--- src/rtl/bw_io_ddr_vref_ctl_pkg.sv ---
// Shared definitions for the DDR Vref code path: code width and the
// controller state encoding, also used by the repeater and CSR decode.
package bw_io_ddr_vref_ctl_pkg;

    localparam int VREF_CODE_W = 8;

    typedef enum logic [1:0] {
        ST_IDLE   = 2'd0,
        ST_RAMP   = 2'd1,
        ST_SETTLE = 2'd2
    } vref_state_e;

    // Counter width for a modulo-m counter; never narrower than one bit.
    function automatic int cnt_w(input int m);
        return (m > 1) ? $clog2(m) : 1;
    endfunction

endpackage

--- src/rtl/bw_io_ddr_vref_divcnt.sv ---
// Modulo-MOD counter with synchronous clear, enable and terminal count.
// tc is asserted only on an enabled cycle at MOD-1, i.e. the cycle on
// which the counter wraps back to zero.
module bw_io_ddr_vref_divcnt
    import bw_io_ddr_vref_ctl_pkg::*;
#(
    parameter int MOD = 4,
    localparam int W  = cnt_w(MOD)
) (
    input  logic         clk,
    input  logic         rst,
    input  logic         clr,
    input  logic         en,
    output logic [W-1:0] cnt,
    output logic         tc
);

    localparam logic [W-1:0] LAST = W'(MOD - 1);

    assign tc = en && (cnt == LAST);

    // Count while enabled, wrap on terminal count, clear has priority.
    always_ff @(posedge clk) begin
        if (rst || clr) begin
            cnt <= '0;
        end else if (en) begin
            cnt <= tc ? '0 : cnt + 1'b1;
        end
    end

endmodule

--- src/rtl/bw_io_ddr_vref_ctl.sv ---
// DDR Vref code source. Accepts a target code from the CSR side and ramps
// the ladder code one LSB every STEP_DIV cycles, holds SETTLE_CYC cycles at
// the target, then pulses done.
//
// Handshake: a write transfers on a rising clock edge where wr_vld and
// wr_rdy are both high; wr_code is sampled on that edge. wr_rdy is high only
// in IDLE. An offer made while busy is dropped, not queued, and the CSR side
// must offer again once wr_rdy is high.
module bw_io_ddr_vref_ctl
    import bw_io_ddr_vref_ctl_pkg::*;
#(
    parameter int               WIDTH      = VREF_CODE_W,
    parameter int               STEP_DIV   = 4,
    parameter int               SETTLE_CYC = 16,
    parameter logic [WIDTH-1:0] RESET_CODE = {1'b1, {(WIDTH-1){1'b0}}}
) (
    input  logic             clk,
    input  logic             rst,
    input  logic             wr_vld,
    input  logic [WIDTH-1:0] wr_code,
    output logic             wr_rdy,
    input  logic             freeze,
    output logic [WIDTH-1:0] vref_code,
    output logic             busy,
    output logic             done,
    output vref_state_e      state_dbg
);

    vref_state_e      state_q, state_d;
    logic [WIDTH-1:0] code_q, code_d;
    logic [WIDTH-1:0] tgt_q, tgt_d;
    logic             done_q, done_d;

    logic div_tc, set_tc;
    logic [cnt_w(STEP_DIV)-1:0]   div_cnt;
    logic [cnt_w(SETTLE_CYC)-1:0] set_cnt;

    // Step divider: runs only while ramping and not frozen, held at zero otherwise.
    bw_io_ddr_vref_divcnt #(.MOD(STEP_DIV)) u_div (
        .clk (clk),
        .rst (rst),
        .clr (state_q != ST_RAMP),
        .en  ((state_q == ST_RAMP) && !freeze),
        .cnt (div_cnt),
        .tc  (div_tc)
    );

    // Settle timer: runs only while settling and not frozen.
    bw_io_ddr_vref_divcnt #(.MOD(SETTLE_CYC)) u_set (
        .clk (clk),
        .rst (rst),
        .clr (state_q != ST_SETTLE),
        .en  ((state_q == ST_SETTLE) && !freeze),
        .cnt (set_cnt),
        .tc  (set_tc)
    );

    // Next-state, next-code and done-pulse decode.
    always_comb begin
        state_d = state_q;
        code_d  = code_q;
        tgt_d   = tgt_q;
        done_d  = 1'b0;
        case (state_q)
            ST_IDLE: begin
                if (wr_vld) begin
                    tgt_d   = wr_code;
                    state_d = (wr_code == code_q) ? ST_SETTLE : ST_RAMP;
                end
            end
            ST_RAMP: begin
                if (div_tc) begin
                    // Unsigned compare: the ramp never wraps through 0/max.
                    code_d = (tgt_q > code_q) ? code_q + 1'b1 : code_q - 1'b1;
                    if (code_d == tgt_q) begin
                        state_d = ST_SETTLE;
                    end
                end
            end
            ST_SETTLE: begin
                if (set_tc) begin
                    state_d = ST_IDLE;
                    done_d  = 1'b1;
                end
            end
            default: state_d = ST_IDLE;
        endcase
    end

    // State, code, target and done registers; reset snaps the code to mid-rail.
    always_ff @(posedge clk) begin
        if (rst) begin
            state_q <= ST_IDLE;
            code_q  <= RESET_CODE;
            tgt_q   <= RESET_CODE;
            done_q  <= 1'b0;
        end else begin
            state_q <= state_d;
            code_q  <= code_d;
            tgt_q   <= tgt_d;
            done_q  <= done_d;
        end
    end

    assign wr_rdy    = (state_q == ST_IDLE);
    assign busy      = (state_q == ST_RAMP) || (state_q == ST_SETTLE);
    assign done      = done_q;
    assign vref_code = code_q;
    assign state_dbg = state_q;

endmodule

--- config.mk ---
export PLATFORM = sky130hd
export DESIGN_NAME = bw_io_ddr_vref_ctl
export DESIGN_NICKNAME = d
export VERILOG_FILES = /design/src/rtl/bw_io_ddr_vref_ctl_pkg.sv /design/src/rtl/bw_io_ddr_vref_divcnt.sv /design/src/rtl/bw_io_ddr_vref_ctl.sv
export SDC_FILE = /design/constraint.sdc
export NUM_CORES = 1
export LEC_CHECK = 0
export CAP_MARGIN = 20
export CORE_MARGIN = 2
export CORE_UTILIZATION = 30
export CTS_CLUSTER_DIAMETER = 60
export DETAILED_ROUTE_END_ITERATION = 8
export HOLD_SLACK_MARGIN = 0.12
export PLACE_DENSITY = 0.47
export SLEW_MARGIN = 20
export SYNTH_ARGS = -nofsm -noshare
export SYNTH_HDL_FRONTEND = slang
export SYNTH_SLANG_ARGS = --single-unit
--- constraint.sdc ---
create_clock -name clk -period 4.65 [get_ports clk]
set_input_delay 1.1625 -clock clk [delete_from_list [all_inputs] [get_ports clk]]
set_output_delay 1.1625 -clock clk [all_outputs]
set_load 0.03 [all_outputs]
==> results.sh <==
export IMPL_die_w_um=80.3
export IMPL_wl_mm=4.29
export IMPL_drtIter0Drc=36
export IMPL_grt_use_met1=0.195
export IMPL_muxShareOfSynthArea=0.0236
export IMPL_nNetsFinal=262
export IMPL_ctsHoldBuffers=0
export IMPL_ant_nets=0
export IMPL_die_y_um=80.3
export IMPL_dr_pass1_iters=4
export IMPL_dp_slack_ns=1.03
export IMPL_p_per_area_mw_per_mm2=456
export IMPL_cts_tree="done"
export IMPL_grt_busiest_layer="met2"
export IMPL_avgSynthCellArea_um2=8.53
export IMPL_setup_tns_final_ns=0
export IMPL_syn_instance_count=205
export IMPL_ys_top_cells_by_area="dfxtp_1 29%, ha_1 14%, xnor2_1 6.5%"
export IMPL_syn_num_nets=238
export IMPL_syn_to_final_growth_pct=20.7
export IMPL_synth_simple_gate_area_frac=0.200
export IMPL_drive_above_1_share=0.0526
export IMPL_antenna_found_initial=0
export IMPL_postCtsSetupBuffers=0
export IMPL_drc=0
export IMPL_ios=25
export IMPL_p_total_uw=962
export IMPL_place_gp_congestion=0.807
export IMPL_status="finished, final reports clean"
export IMPL_core_mm2=0.00557
export IMPL_syn_area_mm2=0.00175
export IMPL_grt_pass1_vias=1486
export IMPL_worst_slack_ns=1.04
export IMPL_synth_top_family_by_area="simple AND/OR/NAND/NOR gates"
export IMPL_synth_commonest_cells="25 x dfxtp_1, 20 x a21oi_1, 20 x ha_1, 20 x nor2_1, 17 x nand2_1"
export IMPL_rows=27
export IMPL_ir_worst_vdd_mv=0.393
export IMPL_h_tree_depth=1
export IMPL_route_vias_total=1449
export IMPL_gr_usage_met3=0.0326
export IMPL_synthDistinctLibCells=42
export IMPL_gr_usage_met2=0.228
export IMPL_gr_usage_all_layers=0.143
export IMPL_cp_arrival_ns=3.82
export IMPL_end_kind="register"
export IMPL_clk_pin_slew_ns=0.09
export IMPL_worstMarginPinSlew_ns=0.951
export IMPL_finalCritPeriodShare=0.777
export IMPL_multi_input_comb_area_mm2=0.00117
export IMPL_hpwl_mm=3.40
export IMPL_clockBufferDepth=2
export IMPL_drt_wirelength_per_cell_um=14.3
export IMPL_maxCapViolations=0
export IMPL_clock_skew_ns=0.00727
export IMPL_grt_first_pass_wirelength_mm=7.14
export IMPL_fmax_mhz=277
export IMPL_synth_compound_area_frac=0.157
export IMPL_p_leak_uw=0.000828
export IMPL_clock_latency_ns=0.27
export IMPL_synth_seq_cells=25
export IMPL_crit_fanout=9
export IMPL_yosys_most_used_dff="dfxtp_1"
export IMPL_drv_slew=0
export IMPL_hold_path_class="reg2reg"
export IMPL_final_util=0.378
export IMPL_diodes=0
export IMPL_cts_resized=0
export IMPL_critPathRequiredTime_ns=4.85
export IMPL_startpoint_type="register"
export IMPL_synth_async_reset_ratio=0
export IMPL_via_per_inst=4.83
export IMPL_port_buffer_count=24
export IMPL_critPathKind="reg2reg"
export IMPL_die_area_mm2=0.00645
export IMPL_overflow=0
export IMPL_grt_max_degree=17
export IMPL_nFillCells=605
export IMPL_clock_sinks=25
export IMPL_synth_adder_area_share=0.155
export IMPL_yosysTopAreaCellShare=0.286
export IMPL_cts_root_buffer="clkbuf_8"
export IMPL_synth_edf_count=0
export IMPL_slew_headroom=0.364
export IMPL_ys_warn_count=0
export IMPL_synthXorXnorAreaFrac=0.133
export IMPL_floorplan_initialDensity=0.314
export IMPL_yosysTopAreaCell="dfxtp_1"
export IMPL_regArea_um2=500
export IMPL_holdWs_ns=0.457
export IMPL_yosysSeqAreaShare=0.286
export IMPL_setup_viol=0
export IMPL_cts_buffers_inserted=3
export IMPL_period_minus_slack_ns=3.61
export IMPL_rsz0062_at_grt="no"
export IMPL_hold_viol_final=0
export IMPL_yosysMostFrequentCell="dfxtp_1"
-- layout by cell type, fill, tap and decap left out, types with 11 or more instances in the layout --
cell type        netlist  layout
clkdlybuf4s50_1        0      24
nand3_1               13      13
a21oi_1               20      20
dfxtp_1               25      25
nand2_1               17      17
inv_1                 14      14
nor2_1                20      20
xor2_1                11      11
ha_1                  20      20
xnor2_1               13      13
-- state kept, by name (all words and copies together) (netlist names) --
| register | count |
|---|---|
| vref_code | 8 |
| done | 1 |
| state_dbg | 2 |
| u_div.cnt | 2 |
| tgt_q | 8 |
| u_set.cnt | 4 |
-- worst max-delay path: stages, from the launching register on --
cell	delay, ns
dfxtp_1	0.42
inv_1	0.10
ha_1	0.31
nor2b_1	0.13
o211ai_1	0.16
a21oi_1	0.12
o31ai_4	0.41
inv_2	0.11
fa_1	0.41
nand3b_1	0.19
a21boi_0	0.39
a31oi_1	0.15
and4b_1	0.22
a31oi_1	0.21
mux2i_1	0.20
-- worst paths after layout --
kind	start	end	slack, ns	depth (start not counted)
setup / recovery	vref_code[1]	state_dbg[0]	1.04	14
hold / removal	tgt_q[0]	tgt_q[0]	0.46	2
setup reg to reg	vref_code[1]	state_dbg[0]	1.04	14
hold reg to reg	tgt_q[0]	tgt_q[0]	0.46	2
-- power breakdown --
group	switching (uW)	internal (uW)	leakage (uW)	total, uW
combinational	327	240	0.000599	567
clock	73.4	60.0	0.0000255	133
sequential	24.3	237	0.000203	261
total	425	537	0.000828	962
-- per-layer routing --
layer	vias up	share of wire
met1	668	0.49
met4	0	0.011
met3	4	0.046
li1	749	-
met2	28	0.45
met5	-	0
-- through the flow --
| step | cells | instance area, um2 |
|---|---|---|
| floorplan | 205 | 1750 |
| global placement | 296 | 2060 |
| detailed placement | 296 | 2060 |
| CTS | 300 | 2110 |
| global route | 300 | 2110 |
| finish | 300 | 2110 |
-- cell families (layout without fill, tap and decap cells) --
kind of cell / after synthesis / count (layout)
and+or+nand+nor: 71 / 71
AOI/OAI and AO/OA: 38 / 38
xor gates and xnor gates: 25 / 25
DFF: 25 / 25
adders and majority gates: 21 / 21
buffers and inverters: 21 / 44
muxes: 4 / 4
-- area by class of cell --
class,instances,share of cell area
Multi-Input combinational cell,159,0.554
Tap cell,72,0.0427
Clock inverter,1,0.00237
Clock buffer,3,0.0196
Sequential cell,25,0.237
Timing Repair Buffer,25,0.117
Inverter,15,0.0267
Power figures use the tool's default switching activity.
